## src/rtl/cu_multicycle.sv

```systemverilog
// cu_multicycle: multi-cycle control unit for the RISC-IV datapath.
// Accepts one opcode per instr_valid/instr_ready handshake and walks it
// through DECODE, EXEC or MEM, then WB. It stalls in MEM on mem_ready and
// aborts after MEM_TIMEOUT cycles (0 = wait forever).
//
// Ports:
//   clk, rst           clock (rising edge), synchronous active-high reset
//   instr_valid/ready  opcode handshake; ready is high only in IDLE
//   opcode             instruction opcode, captured on handshake
//   mem_ready          memory completed current access (used in MEM only)
//   reg_write, alu_src, mem_read, mem_write, mem_to_reg, alu_opn
//                      datapath controls, Moore decodes of state/opcode
//   done, illegal, timeout
//                      single-cycle status pulses shown in the IDLE cycle
//                      that follows retirement, discard or abort
module cu_multicycle #(
  parameter int unsigned OPCODE_W    = 4,
  parameter int unsigned ALUOP_W     = 3,
  parameter int unsigned NUM_ALU_OPS = 7,
  parameter int unsigned LOAD_OP     = 7,
  parameter int unsigned STORE_OP    = 8,
  parameter int unsigned MEM_TIMEOUT = 15
) (
  input  logic                clk,
  input  logic                rst,
  input  logic                instr_valid,
  output logic                instr_ready,
  input  logic [OPCODE_W-1:0] opcode,
  input  logic                mem_ready,
  output logic                reg_write,
  output logic                alu_src,
  output logic                mem_read,
  output logic                mem_write,
  output logic                mem_to_reg,
  output logic [ALUOP_W-1:0]  alu_opn,
  output logic                done,
  output logic                illegal,
  output logic                timeout
);

  localparam int unsigned CNT_W = (MEM_TIMEOUT > 1) ? $clog2(MEM_TIMEOUT) : 1;

  typedef enum logic [2:0] {
    S_IDLE,
    S_DECODE,
    S_EXEC,
    S_MEM,
    S_WB
  } state_t;

  state_t              r_state;
  state_t              w_state_nxt;
  logic [OPCODE_W-1:0] r_opcode;
  logic [CNT_W-1:0]    r_cnt;
  logic                r_done;
  logic                r_illegal;
  logic                r_timeout;
  logic                w_done_nxt;
  logic                w_illegal_nxt;
  logic                w_timeout_nxt;
  logic                w_is_alu;
  logic                w_is_load;
  logic                w_is_store;
  logic                w_cnt_last;

  assign w_is_alu   = (32'(r_opcode) < NUM_ALU_OPS);
  assign w_is_load  = (32'(r_opcode) == LOAD_OP);
  assign w_is_store = (32'(r_opcode) == STORE_OP);
  // With MEM_TIMEOUT == 0 the counter is free-running and never matches.
  assign w_cnt_last = (MEM_TIMEOUT != 0) && (32'(r_cnt) == MEM_TIMEOUT - 1);

  always_ff @(posedge clk) begin
    if (rst) begin
      r_state   <= S_IDLE;
      r_opcode  <= '0;
      r_cnt     <= '0;
      r_done    <= 1'b0;
      r_illegal <= 1'b0;
      r_timeout <= 1'b0;
    end else begin
      r_state   <= w_state_nxt;
      r_done    <= w_done_nxt;
      r_illegal <= w_illegal_nxt;
      r_timeout <= w_timeout_nxt;
      if (r_state == S_IDLE && instr_valid) begin
        r_opcode <= opcode;
      end
      // Held at zero outside MEM, so it is already clear on MEM entry.
      if (r_state != S_MEM) begin
        r_cnt <= '0;
      end else if (!mem_ready) begin
        r_cnt <= r_cnt + 1'b1;
      end
    end
  end

  always_comb begin
    w_state_nxt   = r_state;
    w_done_nxt    = 1'b0;
    w_illegal_nxt = 1'b0;
    w_timeout_nxt = 1'b0;
    case (r_state)
      S_IDLE: begin
        if (instr_valid) begin
          w_state_nxt = S_DECODE;
        end
      end
      S_DECODE: begin
        if (w_is_alu) begin
          w_state_nxt = S_EXEC;
        end else if (w_is_load || w_is_store) begin
          w_state_nxt = S_MEM;
        end else begin
          w_state_nxt   = S_IDLE;
          w_illegal_nxt = 1'b1;
        end
      end
      S_EXEC: begin
        w_state_nxt = S_WB;
      end
      S_MEM: begin
        // mem_ready takes priority over the timeout on the last allowed cycle.
        if (mem_ready) begin
          if (w_is_load) begin
            w_state_nxt = S_WB;
          end else begin
            w_state_nxt = S_IDLE;
            w_done_nxt  = 1'b1;
          end
        end else if (w_cnt_last) begin
          w_state_nxt   = S_IDLE;
          w_timeout_nxt = 1'b1;
        end
      end
      S_WB: begin
        w_state_nxt = S_IDLE;
        w_done_nxt  = 1'b1;
      end
      default: begin
        w_state_nxt = S_IDLE;
      end
    endcase
  end

  always_comb begin
    instr_ready = (r_state == S_IDLE) && !rst;
    reg_write   = 1'b0;
    alu_src     = 1'b0;
    mem_read    = 1'b0;
    mem_write   = 1'b0;
    mem_to_reg  = 1'b0;
    alu_opn     = '0;
    case (r_state)
      S_EXEC: begin
        alu_opn = r_opcode[ALUOP_W-1:0];
      end
      S_MEM: begin
        alu_src   = 1'b1;
        mem_read  = w_is_load;
        mem_write = w_is_store;
      end
      S_WB: begin
        reg_write  = 1'b1;
        mem_to_reg = w_is_load;
        alu_opn    = w_is_alu ? r_opcode[ALUOP_W-1:0] : '0;
      end
      default: begin
      end
    endcase
  end

  assign done    = r_done;
  assign illegal = r_illegal;
  assign timeout = r_timeout;

endmodule
```

## config.mk

```make
export PLATFORM = sky130hd
export DESIGN_NAME = cu_multicycle
export DESIGN_NICKNAME = d
export VERILOG_FILES = /design/src/rtl/cu_multicycle.sv
export SDC_FILE = /design/constraint.sdc
export NUM_CORES = 1
export LEC_CHECK = 0
export CAP_MARGIN = 20
export CORE_MARGIN = 1.5
export CORE_UTILIZATION = 45
export DETAILED_ROUTE_END_ITERATION = 7
export GPL_ROUTABILITY_DRIVEN = 0
export GPL_TIMING_DRIVEN = 0
export PLACE_DENSITY = 0.76
export SKIP_CTS_REPAIR_TIMING = 1
export SYNTH_ARGS = -nofsm -noshare
export SYNTH_HDL_FRONTEND = slang
export SYNTH_SLANG_ARGS = --single-unit
```

## constraint.sdc

```tcl
create_clock -name clk -period 1.68 [get_ports clk]
set_clock_uncertainty 0.1 [all_clocks]
set_input_delay 0.252 -clock clk [delete_from_list [all_inputs] [get_ports clk]]
set_output_delay 0.252 -clock clk [all_outputs]
set_load 0.03 [all_outputs]
```

Word-level counts from Yosys, hierarchy flattened
Index checks and enable logic that the tools add are counted.
- flip-flop bits (word level): 14
- bits in latches: 0
- RAM bits: 0
- bits in read-only memories: 0
- input port bits: 8
- output and inout port bits: 12
- logic and storage cells: 48
- memories kept: 0
- add/subtract/negate cells: 1
- $mul: 0
- divide/modulo/power cells: 0
- $lt $le $gt $ge: 1
- equal/unequal tests: 10
- shift operators: 0
- muxes and demuxes: 19
- bitwise logic cells: 2
- reductions and logical operators: 9
- operator list (cell ; count):
    $mux 3 ; 5
    $pmux 3 s4 ; 1
    $mux 1 ; 9
    $eq 4x4->1 const B ; 2
    $eq 3x2->1 const B ; 2
    $pmux 3 s2 ; 1
    $reduce_or 3->1 ; 2
    $add 4x1->4 const B ; 1
    $eq 4x3->1 const B ; 1
    $lt 4x3->1 const B ; 1
    $mux 2 ; 2
    $eq 3x1->1 const B ; 1
    $eq 3x3->1 const B ; 1
    $logic_not 3->1 ; 1
    $ne 3x2->1 const B ; 1
    $ne 3x3->1 const B ; 1
    $logic_and 1x1->1 ; 2
    $ne 2x2->1 const B ; 1
    $not 1->1 ; 2
    $pmux 1 s2 ; 1
    $reduce_and 2->1 ; 1
    $reduce_or 2->1 ; 1
    $logic_not 1->1 ; 1
    $logic_or 1x1->1 ; 1

Longest topological paths before layout
Gate-level depths: netlist of the first run.
- word-level depth: 5
- gate-level depth with buffers: 5
- mapped depth without buffers: 5

Worst setup path before layout of the first run
OpenSTA, ideal clock, no wires.
- path type: flip-flop to output port
- start: register r_state[2]
- end: output mem_to_reg
- arrival: 2.277 ns
- required time: 1.328 ns
- path slack: -0.949 ns
- cell stages (with the launch flop): 4
- path buffers: 1
- path through: dfxtp_1 > clkbuf_1 > nor3b_1 > nor3b_1
- word-level cells in the longest chain between the ends: 2
- ends and longest elaborated chain (item ; line ; RTL):
    start: declaration ; 51 ; state_t r_state;
    start signal: assignment ; 81 ; r_state <= w_state_nxt;
    $eq 3x3->1 ; 153 ; case (r_state)
    $mux 1 ; 153 ;
    end: declaration ; 34 ; output logic mem_to_reg,
Every way passes these cells.

Worst setup path after layout of the first run
- start: register r_state[1]
- end: output alu_opn[0]
- word-level cells in the longest chain between the ends: 2
- elaborated cells between the ends (all ways): 3
- classes of those cells: 2 x eq/ne; 1 x mux
- ends and longest elaborated chain (item ; line ; RTL):
    $eq 3x3->1 or $eq 3x2->1 (tied branches) ; 153 ;
    $pmux 3 s2 * ; 153 ;
    end: declaration ; 35 ; output logic [ALUOP_W-1:0] alu_opn,
Mark *: on every way between the ends. The rest lies on a longest branch, timed or not.

==> metrics.md, run 1 <==
| Metric | Value |
|---|---|
| Via count | 651 |
| Slowest CP cell | dfxtp_4 |
| Crit path buffers/inverters | 2 |
| CP max FO | 5 |
| Sequential fraction of the synthesis area | 40.4% |
| Vias in the first global route | 507 |
| Placed inst area | 928 um2 |
| WP data arrival | 1.40 ns |
| Number of flops mapped to enable cells by yosys | 0 |
| Worst reg2reg path depth | 3 |
| Fillers | 103 |
| Drt via density | 5.56 |
| ANT cells | 0 |
| Die Area | 1790 um2 |
| CP Depth | 5 |
| Sequential power share | 48.4% |
| Setup violations, final | 5 |
| Synthesis-stage register bit count | 14 |
| Root Buffer | clkbuf_4 |
| Max Fclk | 569 MHz |
| Outcome | finished, violations left |
| Synth top area share | 40.4% |
| Worst path max stage delay | 0.35 ns |
| Static Leak | 0.000422 uW |
| Area Growth Syn to Fin | 54.6% |
| Die Y | 42.3 um |
| Final Max Tran Viols | 0 |
| Switch Pwr | 223 uW |
| Min-Delay Path Depth | 2 |
| Crit path kind | flop to output pin |
| Design Area, Final | 1070 um2 |
| Busiest metal layer after global routing | met2 |
| Place WS | -0.672 ns |
| Total wire length | 1780 um |
| Failing checks | setup timing |
| Final hold violation count | 0 |
| Startpoint types | flop |
| Syn. warnings | 0 |
| Largest net degree at the start of global routing | 11 |
| Worst-Margin Slew | 0.578 ns |
| Core ar. | 1370 um2 |
| DP HPWL | 1140 um |
| Worst setup margin | -0.0768 ns |
| Internal Power | 555 uW |
| VDD IR-drop max | 0.741 mV |
| Die W | 42.3 um |
| Row cnt | 13 |
| Depth of the CTS H-tree | 1 |
| CTS tree | done |
| Share of cells above drive strength 1 | 41.2% |
| GR Util met2 | 26.2% |
| Initial antenna violation count | 0 |
| Grt met3 use | 7.76% |
| DRT Pass-1 Iters | 4 |
| Comb power frac | 29.1% |
| Longest Clk Path Bufs | 2 |
| Avg Cell Area, Syn | 9.14 um2 |
| Clk slew on worst S/H paths | 0.07 ns |
| Min-delay worst type | primary input to flop |
| Area of the multi-input gates | 462 um2 |
| Yosys cell types | 30 |
| CP Capture Type | output pin |
| Worst path top cell family by delay | simple AND/OR/NAND/NOR gates |
| DRC violation total after the first TritonRoute iteration | 10 |
| Final worst-path cycle share | 105% |
| Gate Count Post-Synth | 76 |
| Power Dens Cells | 724 nW/um2 |
| Most frequent cells in the layout | 11 x nor2_1, 9 x buf_4, 8 x clkdlybuf4s50_1, 7 x dfxtp_1, 5 x dfxtp_4 |
| Crit-path cells | buf_8 -> nor2b_4 -> a31oi_4 -> nor3b_4 -> clkbuf_2 |
| FF/Latch Area | 302 um2 |
| Cell Area, Synth | 694 um2 |
| Clock share of power | 22.5% |
| Max cap viols | 0 |
| Setup TNS | -0.296 ns |
| Remaining DRCs | 0 |
| Total power | 777 uW |
| Area leader, netlist | dfxtp_1 |
| Top Ports | 20 |
| Ys async rst share | 0% |
| Synthesized Nets | 86 |
| First-pass GRT wire length | 2340 um |
| Tmin final | 1.76 ns |
| Initial Util | 50.8% |
| Commonest non-fill, non-tap cell in the layout | nor2_1 |
| CTS buffer count | 3 |
| # nets final | 114 |
| Net switching share of the total power | 28.7% |
| Final ANT Viol Nets | 0 |
| Synth top area cells | dfxtp_1 40%, nor2_1 7.0%, nor3b_1 6.5% |
| Port-buffer cells | 17 |
| Main flop type after synthesis | dfxtp_1 |
| Critical Path RT | 1.33 ns |
| Slew HR | 60.9% |
| Met1 GRT Util | 23.6% |
| RSZ-0062 raised after global routing | true |
| Overall routing resource usage | 17.4% |
| Clk Latency, worst-skew pair | 0.27 ns |
| Remaining global-route overflow | 0 |
| CTS sink cnt | 14 |
| DR WL/cell | 15.2 um |
-- per-layer routing --
metal	share of wire, %	vias to the layer above
li1	-	322
met1	45	310
met2	50	17
met3	4.1	2
met4	0.56	0
met5	0	-
-- layout make-up --
cell class              instances  share of cell area, %
flip-flops and latches         14                   28.1
inverters                       4                   1.40
well taps                      15                   1.75
repair buffers                 24                   19.7
clock buffers                   3                   2.10
multi-input cells              53                   43.0
plain buffers                   4                   3.96
-- path summary, 6_finish.rpt --
kind / end / slack [ns] / startpoint
worst max-delay path: alu_opn[0] / -0.08 / r_state[1]$_SDFFE_PP0P_
worst min-delay path: r_opcode[1]$_SDFFE_PP0P_ / 0.25 / rst
worst max register to register: r_state[0]$_SDFFE_PP0P_ / 0.10 / r_opcode[2]$_SDFFE_PP0P_
worst min register to register: timeout$_SDFF_PP0_ / 0.44 / r_cnt[2]$_SDFFE_PP0N_
-- power by group through the flow --
stage / registers (uW) / logic (uW) / clock network, uW
6_report: 376 / 226 / 175
5_1_grt: 379 / 239 / 206
4_1_cts: 370 / 164 / 185
3_5_place_dp: 378 / 163 / 0
3_3_place_gp: 376 / 160 / 0
2_1_floorplan: 374 / 119 / 0
-- logic make-up after synthesis --
group	share of synthesized area, %
AND/OR/NAND/NOR	32.4
flip-flops	40.4
AO/OA/AOI/OAI	9.19
buffers and inverters	4.86
multiplexers	5.77
XOR/XNOR	3.78
adder cells (fa/ha/maj)	3.60
-- synthesized netlist by cell type, drive strengths merged (2+ instances only) --
library cell / instances
a31oi: 2
ha: 2
nor2b: 2
or4b: 2
a21oi: 3
clkbuf: 5
nand4b: 2
xor2: 2
nor3b: 6
dfxtp: 14
inv: 4
nor2: 13
mux2i: 4
nand3: 2
-- per-stage QoR --
step / std cells / utilization, % / hold slack (ns)
3_5_place_dp: 108 / 67.9 / 0.431
4_1_cts: 111 / 69.6 / 0.248
5_1_grt: 117 / 78.6 / 0.253
6_report: 117 / 78.6 / 0.253
2_1_floorplan: 76 / - / 0.299
3_3_place_gp: 108 / 67.9 / 0.398
-- sequential cells by signal, indices dropped and copies added, names as in the netlist --
name	count
done	1
illegal	1
r_cnt	4
r_opcode	4
r_state	3
timeout	1
-- worst register-to-register path, cell delays in order (launching register included) --
cell and delay [ns]:
dfxtp_2 0.35, or4b_4 0.56, a311o_1 0.38, a21oi_2 0.13
No activity file was read; power rests on OpenSTA's default activity.
==> run 2, diff against run 1 <==
--- a/config.mk
+++ b/config.mk
@@ -5,7 +5,6 @@
 export SDC_FILE = /design/constraint.sdc
 export NUM_CORES = 1
 export LEC_CHECK = 0
-export CAP_MARGIN = 20
 export CORE_MARGIN = 1.5
 export CORE_UTILIZATION = 45
 export DETAILED_ROUTE_END_ITERATION = 7
==> results of run 2 <==
Same layout as run 1: the final DEF is identical, and so are final timing and power.
==> run 3, diff against run 2 <==
--- a/config.mk
+++ b/config.mk
@@ -7,6 +7,7 @@
 export LEC_CHECK = 0
 export CORE_MARGIN = 1.5
 export CORE_UTILIZATION = 45
+export CTS_CLUSTER_DIAMETER = 150
 export DETAILED_ROUTE_END_ITERATION = 7
 export GPL_ROUTABILITY_DRIVEN = 0
 export GPL_TIMING_DRIVEN = 0
==> results of run 3 <==
Same layout as run 1: the final DEF is identical, and so are final timing and power.
